--- src/rtl/vga_text_pkg.sv ---
// Shared constants, scancode values and FSM states for the VGA text writer.
// KBD_SHIFT_EN (when defined) enables shift tracking in the writer and lookup.
package vga_text_pkg;

  localparam int COLS       = 70;
  localparam int ROWS       = 30;
  localparam int VMEM_DEPTH = 2240;

  localparam logic [7:0] SC_BREAK  = 8'hF0;
  localparam logic [7:0] SC_EXT    = 8'hE0;
  localparam logic [7:0] SC_LSHIFT = 8'h12;
  localparam logic [7:0] SC_RSHIFT = 8'h59;
  localparam logic [7:0] SC_ENTER  = 8'h5A;
  localparam logic [7:0] SC_BKSP   = 8'h66;

  localparam logic [7:0] ASCII_SPACE = 8'h20;

  typedef enum logic [1:0] {
    INIT,
    IDLE,
    CLEAR
  } state_t;

endpackage

--- src/rtl/scancode_to_ascii.sv ---
// Combinational PS/2 set-2 make code to ASCII lookup for letters, digits and space.
// Shifted mapping (upper case, US digit symbols) only exists when KBD_SHIFT_EN is defined.
module scancode_to_ascii (
  input  logic [7:0] scancode,
  input  logic       shift,
  output logic [7:0] ascii,
  output logic       printable
);

  logic [7:0] lower;

  always_comb begin
    lower     = 8'h00;
    printable = 1'b1;
    case (scancode)
      8'h1C: lower = 8'h61; 8'h32: lower = 8'h62; 8'h21: lower = 8'h63; 8'h23: lower = 8'h64;
      8'h24: lower = 8'h65; 8'h2B: lower = 8'h66; 8'h34: lower = 8'h67; 8'h33: lower = 8'h68;
      8'h43: lower = 8'h69; 8'h3B: lower = 8'h6A; 8'h42: lower = 8'h6B; 8'h4B: lower = 8'h6C;
      8'h3A: lower = 8'h6D; 8'h31: lower = 8'h6E; 8'h44: lower = 8'h6F; 8'h4D: lower = 8'h70;
      8'h15: lower = 8'h71; 8'h2D: lower = 8'h72; 8'h1B: lower = 8'h73; 8'h2C: lower = 8'h74;
      8'h3C: lower = 8'h75; 8'h2A: lower = 8'h76; 8'h1D: lower = 8'h77; 8'h22: lower = 8'h78;
      8'h35: lower = 8'h79; 8'h1A: lower = 8'h7A;
      8'h45: lower = 8'h30; 8'h16: lower = 8'h31; 8'h1E: lower = 8'h32; 8'h26: lower = 8'h33;
      8'h25: lower = 8'h34; 8'h2E: lower = 8'h35; 8'h36: lower = 8'h36; 8'h3D: lower = 8'h37;
      8'h3E: lower = 8'h38; 8'h46: lower = 8'h39;
      8'h29: lower = 8'h20;
      default: printable = 1'b0;
    endcase
  end

`ifdef KBD_SHIFT_EN
  always_comb begin
    ascii = lower;
    if (shift) begin
      if (lower >= 8'h61 && lower <= 8'h7A) begin
        ascii = lower - 8'h20;
      end else begin
        case (lower)
          8'h30: ascii = 8'h29; 8'h31: ascii = 8'h21; 8'h32: ascii = 8'h40; 8'h33: ascii = 8'h23;
          8'h34: ascii = 8'h24; 8'h35: ascii = 8'h25; 8'h36: ascii = 8'h5E; 8'h37: ascii = 8'h26;
          8'h38: ascii = 8'h2A; 8'h39: ascii = 8'h28;
          default: ascii = lower;
        endcase
      end
    end
  end
`else
  logic unused_shift;
  assign unused_shift = shift;
  assign ascii        = lower;
`endif

endmodule

--- src/rtl/vga_text_writer.sv ---
// Keyboard-to-vmem writer: decodes PS/2 set-2 bytes, moves the cursor and clears lines.
// Optional shift support is enabled by defining KBD_SHIFT_EN.
module vga_text_writer
  import vga_text_pkg::*;
(
  input  logic        clk,
  input  logic        rst,
  input  logic [7:0]  kbd_data,
  input  logic        kbd_valid,
  output logic        kbd_ready,
  output logic        vmem_we,
  output logic [11:0] vmem_waddr,
  output logic [7:0]  vmem_wdata,
  output logic [6:0]  cursor_col,
  output logic [4:0]  cursor_row
);

  localparam logic [6:0]  LAST_COL  = 7'(COLS - 1);
  localparam logic [4:0]  LAST_ROW  = 5'(ROWS - 1);
  localparam logic [11:0] INIT_END  = 12'(VMEM_DEPTH);
  localparam logic [11:0] CLEAR_END = 12'(COLS);

  state_t      state_reg, state_next;
  logic [11:0] cnt_reg, cnt_next;
  logic [6:0]  col_reg, col_next;
  logic [4:0]  row_reg, row_next, row_inc;
  logic        brk_reg, brk_next, ext_reg, ext_next;
  logic        we_reg, we_next, ready_reg, ready_next;
  logic [11:0] waddr_reg, waddr_next;
  logic [7:0]  wdata_reg, wdata_next;
  logic [7:0]  ascii;
  logic        printable, shift;

`ifdef KBD_SHIFT_EN
  logic lshift_reg, lshift_next, rshift_reg, rshift_next;
  assign shift = lshift_reg | rshift_reg;
`else
  assign shift = 1'b0;
`endif

  scancode_to_ascii u_lookup (
    .scancode  (kbd_data),
    .shift     (shift),
    .ascii     (ascii),
    .printable (printable)
  );

  assign row_inc = (row_reg == LAST_ROW) ? 5'd0 : row_reg + 5'd1;

  always_comb begin
    state_next = state_reg;
    cnt_next   = cnt_reg;
    col_next   = col_reg;
    row_next   = row_reg;
    brk_next   = brk_reg;
    ext_next   = ext_reg;
`ifdef KBD_SHIFT_EN
    lshift_next = lshift_reg;
    rshift_next = rshift_reg;
`endif
    we_next    = 1'b0;
    waddr_next = waddr_reg;
    wdata_next = wdata_reg;
    ready_next = 1'b0;
    case (state_reg)
      INIT: begin
        if (cnt_reg == INIT_END) begin
          state_next = IDLE;
          ready_next = 1'b1;
          cnt_next   = 12'd0;
        end else begin
          we_next    = 1'b1;
          waddr_next = cnt_reg;
          wdata_next = ASCII_SPACE;
          cnt_next   = cnt_reg + 12'd1;
        end
      end
      // Counter holds the next column to blank; one idle cycle follows the last write.
      CLEAR: begin
        if (cnt_reg == CLEAR_END) begin
          state_next = IDLE;
          ready_next = 1'b1;
        end else begin
          we_next    = 1'b1;
          waddr_next = {cnt_reg[6:0], row_reg};
          wdata_next = ASCII_SPACE;
          cnt_next   = cnt_reg + 12'd1;
        end
      end
      IDLE: begin
        ready_next = 1'b1;
        if (kbd_valid && ready_reg) begin
          if (kbd_data == SC_BREAK) begin
            brk_next = 1'b1;
          end else if (kbd_data == SC_EXT) begin
            ext_next = 1'b1;
          end else if (brk_reg) begin
            brk_next = 1'b0;
            ext_next = 1'b0;
`ifdef KBD_SHIFT_EN
            if (kbd_data == SC_LSHIFT) lshift_next = 1'b0;
            if (kbd_data == SC_RSHIFT) rshift_next = 1'b0;
`endif
          end else if (ext_reg) begin
            ext_next = 1'b0;
`ifdef KBD_SHIFT_EN
          end else if (kbd_data == SC_LSHIFT) begin
            lshift_next = 1'b1;
          end else if (kbd_data == SC_RSHIFT) begin
            rshift_next = 1'b1;
`endif
          end else if (kbd_data == SC_ENTER) begin
            // Column 0 of the new row is blanked in the same cycle as the accept.
            col_next   = 7'd0;
            row_next   = row_inc;
            we_next    = 1'b1;
            waddr_next = {7'd0, row_inc};
            wdata_next = ASCII_SPACE;
            cnt_next   = 12'd1;
            state_next = CLEAR;
            ready_next = 1'b0;
          end else if (kbd_data == SC_BKSP) begin
            if (col_reg != 7'd0) begin
              col_next   = col_reg - 7'd1;
              we_next    = 1'b1;
              waddr_next = {col_reg - 7'd1, row_reg};
              wdata_next = ASCII_SPACE;
            end else if (row_reg != 5'd0) begin
              col_next   = LAST_COL;
              row_next   = row_reg - 5'd1;
              we_next    = 1'b1;
              waddr_next = {LAST_COL, row_reg - 5'd1};
              wdata_next = ASCII_SPACE;
            end
          end else if (printable) begin
            we_next    = 1'b1;
            waddr_next = {col_reg, row_reg};
            wdata_next = ascii;
            if (col_reg == LAST_COL) begin
              col_next   = 7'd0;
              row_next   = row_inc;
              cnt_next   = 12'd0;
              state_next = CLEAR;
              ready_next = 1'b0;
            end else begin
              col_next = col_reg + 7'd1;
            end
          end
        end
      end
      default: state_next = INIT;
    endcase
  end

  always_ff @(posedge clk) begin
    if (rst) begin
      state_reg <= INIT;
      cnt_reg   <= 12'd0;
      col_reg   <= 7'd0;
      row_reg   <= 5'd0;
      brk_reg   <= 1'b0;
      ext_reg   <= 1'b0;
`ifdef KBD_SHIFT_EN
      lshift_reg <= 1'b0;
      rshift_reg <= 1'b0;
`endif
      we_reg    <= 1'b0;
      waddr_reg <= 12'd0;
      wdata_reg <= ASCII_SPACE;
      ready_reg <= 1'b0;
    end else begin
      state_reg <= state_next;
      cnt_reg   <= cnt_next;
      col_reg   <= col_next;
      row_reg   <= row_next;
      brk_reg   <= brk_next;
      ext_reg   <= ext_next;
`ifdef KBD_SHIFT_EN
      lshift_reg <= lshift_next;
      rshift_reg <= rshift_next;
`endif
      we_reg    <= we_next;
      waddr_reg <= waddr_next;
      wdata_reg <= wdata_next;
      ready_reg <= ready_next;
    end
  end

  assign kbd_ready  = ready_reg;
  assign vmem_we    = we_reg;
  assign vmem_waddr = waddr_reg;
  assign vmem_wdata = wdata_reg;
  assign cursor_col = col_reg;
  assign cursor_row = row_reg;

endmodule

--- config.mk ---
export PLATFORM = sky130hd
export DESIGN_NAME = vga_text_writer
export DESIGN_NICKNAME = d
export VERILOG_FILES = /design/src/rtl/vga_text_pkg.sv /design/src/rtl/scancode_to_ascii.sv /design/src/rtl/vga_text_writer.sv
export SDC_FILE = /design/constraint.sdc
export NUM_CORES = 1
export LEC_CHECK = 0
export CAP_MARGIN = 20
export CORE_ASPECT_RATIO = 0.6
export CORE_MARGIN = 4
export CORE_UTILIZATION = 52
export DETAILED_ROUTE_END_ITERATION = 16
export PLACE_DENSITY = 0.83
export RECOVER_POWER = 25
export SLEW_MARGIN = 20
export SYNTH_ARGS = -nofsm -noshare
export SYNTH_HDL_FRONTEND = slang
export SYNTH_SLANG_ARGS = --single-unit
export TNS_END_PERCENT = 1
--- constraint.sdc ---
create_clock -name clk -period 2.6 [get_ports clk]
set_input_delay 0.65 -clock clk [delete_from_list [all_inputs] [get_ports clk]]
set_output_delay 0.65 -clock clk [all_outputs]
set_load 0.01 [all_outputs]
==> results.md, run 1 <==
| Parameter | Reported | Unit |
|:---|:---|:---|
| Startpoint of the most critical setup path | kbd_data[4] | - |
| ANT cells | 0 | - |
| Max-slew violation total from the final report | 0 | - |
| Root Buffer Master | clkbuf_16 | - |
| Total power divided by cell area | 287 | nW/um^2 |
| Dpl ws | -1000 | ps |
| Die Wd | 123 | um |
| Delay of the slowest critical-path stage | 490 | ps |
| Clock slew seen by the registers of the worst setup and hold paths | 70 | ps |
| Capture point of the worst reg-to-reg path | vmem_wdata[4] | - |
| Count of unresolved DRC violations after routing | 0 | - |
| Standard cell core area | 7510 | sq um |
| Crit-path leading delay family | simple AND/OR/NAND/NOR gates | - |
| Avg Cell Area, Syn | 7.39 | sq um |
| Maxcap violations | 0 | - |
| Synth warn | 0 | - |
| DIE HEIGHT | 77.2 | um |
| Critical path class | input pin to register | - |
| Post-place instance area | 5470 | sq um |
| Post-synthesis simple-gate area fraction | 32.5 | % |
| Initial Util | 55.3 | % |
| First DRT Iteration DRCs | 1014 | - |
| Slowest stage cell on the critical path | a2111oi_4 | - |
| Leading cell types in the layout, fill and taps excluded | 134 x buf_4, 59 x nand2_1, 54 x nor2_1 | - |
| Number of buffer and inverter stages on the critical path | 5 | - |
| Remaining max-slew budget at the tightest pin | 62.2 | % |
| Cell area after layout | 6260 | sq um |
| Proportion of synthesized area in mux cells | 0.994 | % |
| Maximum clock path buffer count | 2 | - |
| IR Drop Worst-Case VDD | 0.235 | mV |
| Final critical-path setup slack | -348 | ps |
| Largest net degree at the start of global routing | 25 | - |
| Detailed-router iteration count before antenna repair | 6 | - |
| Outcome | finished with violations | - |
| Via density per instance | 6.86 | - |
| FFs w/ async S/R, synth | 0 | % |
| Final cycle utilization of the critical path | 113 | % |
| Post-synth design cell area | 4160 | sq um |
| Setup skew after layout | 5.97 | ps |
| Global placement routability congestion | 1.05 | - |
| Global-route wire length before repair | 28.9 | mm |
| Most common cell after layout, fill and taps aside | buf_4 | - |
| Vias in the first global route | 5244 | - |
| Largest area contributor in the synthesized netlist | dfxtp_1 | - |
| Leakage | 0.00251 | uW |
| Main combinational cell family by area after synthesis | simple AND/OR/NAND/NOR gates | - |
| Post-CTS Hold Buffers | 0 | - |
| Global routing usage summed across all routing layers | 38.4 | % |
| Setup violators final | 47 | - |
| Worst hold start | vmem_waddr[6] | - |
| Clock tree from TritonCTS | done | - |
| Antenna violations before repair | 1 | - |
| Adder and majority cell fraction of the synthesized area | 4.22 | % |
| Fraction of layout instances using a drive strength above 1 | 33.9 | % |
| Most numerous cell on the critical path | buf_4 | - |
| Later-pin clock latency in the skew report | 300 | ps |
| Top-level port count | 45 | - |
| Number of buffers created by CTS | 5 | - |
| Hold Crit Class | register to register | - |
| Via count | 5676 | - |
| Distinct cell type count after synthesis | 86 | - |
| Crit path launch type | input pin | - |
| Cell depth of the worst flop-to-flop path | 10 | - |
| Worst hold path depth | 2 | - |
| Sum of internal, switching and leakage power | 1800 | uW |
| Detailed-route wire length | 19.0 | mm |
| Area added between synthesis and finish | 50.7 | % |
| Register bit count reported by yosys | 49 | - |
| Post-synthesis compound-gate area fraction | 28.8 | % |
| Nets in the synthesized netlist | 587 | - |
| Origin of the critical flop-to-flop path | cursor_col[0] | - |
| Kind of capture point of the worst setup path | register | - |
| Capture endpoint of the worst hold path | vmem_waddr[6] | - |
| GR Overflow Total | 0 | - |
| Flip-flop cell with the highest count after synthesis | dfxtp_1 | - |
| Violated checks | negative setup slack | - |
| Net count, final | 747 | - |
| Post-synthesis xor/xnor area fraction | 2.50 | % |
| Final critical-path required period | 2950 | ps |
| Setup repair after global routing missed its margin | true | - |
| Num Clock Sinks | 49 | - |
| Fin. Hold Viols | 0 | - |
| Post-detailed-placement half-perimeter wirelength | 12.1 | mm |
| Maximum fanout along the worst path | 6 | - |
| EDFF count, synth | 0 | - |
| Top cells by area in the synthesized netlist | dfxtp_1 24%, a21oi_1 6.0%, nand2_1 5.3% | - |
| Worst path arrival time | 3190 | ps |
| Cell count after synthesis | 562 | - |
| CP Data Required Time | 2840 | ps |
| Maximum level of the CTS H-tree | 2 | - |
| Die area | 9530 | sq um |
| DR WL/cell | 22.9 | um |
| Worst-path cell chain | buf_8, buf_12, or3b_4, a2111oi_4, a221oi_4, and4_4, buf_6, nand3_4, buf_4, nand2_1, nor4_4, buf_4, a22o_1 | - |
| Fraction of the yosys area taken by sequential cells | 23.6 | % |
| Worst Max-Slew Pin Slew | 563 | ps |
| Count of standard-cell rows | 24 | - |
| Worst setup slack for register-to-register paths | -130 | ps |
| Number of routed nets with antenna violations | 0 | - |
| Fraction of post-synthesis cell area in the top cell type by area | 23.6 | % |
| Maximum clock frequency | 0.339 | GHz |
| Port buffer count | 43 | - |
-- synth_stat cells, drive strengths merged, types with 9 or more instances --
cell,n
a211o,9
a211oi,9
a21oi,50
buf,27
clkbuf,18
dfxtp,49
ha,14
inv,21
nand2,59
nand3,30
nand4,10
nor2,58
nor3,19
o21ai,33
o31ai,9
or3,9
-- through the flow --
step / util, % / cells / setup TNS, ps / hold WS (ps)
detailed placement: 72.8 / 787 / -38220 / 449
global placement: 72.8 / 787 / -35530 / 424
global route: 83.4 / 827 / -12640 / 481
CTS: 81.3 / 820 / -6190 / 458
finish: 83.4 / 827 / -12150 / 458
floorplan: - / 562 / -334 / 447
-- report_power, final --
group          switching (uW)  total, uW  internal [uW]  leakage (uW)
combinational             194        365            170       0.00205
sequential               5.57        763            757      0.000396
clock                     311        671            360     0.0000712
total                     511       1800           1290       0.00251
-- what timing repair did --
action,CTS,global route
gates cloned,4,1
gates resized for setup,87,33
setup endpoints to repair,47,47
pin swaps,36,28
setup buffers,21,7
-- per-layer routing --
layer  global-route usage, %  wire [um]  part of all wire, %
met4                    11.6        899                  4.7
met3                    11.0       2860                   15
met2                    55.1       7750                   41
met5                       0         12                0.063
met1                    55.1       7450                   39
-- cell type report --
type                    count  area [sq um]
clock buffers               6           129
clock inverters             2          13.8
fillers                   438          1240
inverters                  21          78.8
multi-input cells         448          3220
flip-flops and latches     49           981
well taps                 104           130
repair buffers            197          1710
-- worst min-delay path: stages, from the launching register on --
cell and delay [ps]:
dfxtp_1 310, nand2_1 50, a21oi_1 50
-- how the worst max path moves through the flow --
| stage | endpoint | depth (start not counted) |
|---|---|---|
| floorplan | cnt_reg[6] | 11 |
| global placement | cnt_reg[8] | 11 |
| detailed placement | cnt_reg[0] | 12 |
| CTS | cnt_reg[8] | 11 |
| global route | vmem_wdata[2] | 13 |
| finish | vmem_wdata[4] | 13 |
-- kinds of logic after synthesis --
logic type | count (synthesis)
buf+inv | 66
fa+ha+maj | 14
simple gates | 247
other cells | 1
mux | 4
compound gates | 170
flops | 49
xor+xnor | 11
Power figures use the tool's default switching activity.
==> run 2, diff against run 1 <==
Settings changed: SLEW_MARGIN 20 to 5.
==> results of run 2 <==
Final layout, timing and power as in run 1 (identical DEF).
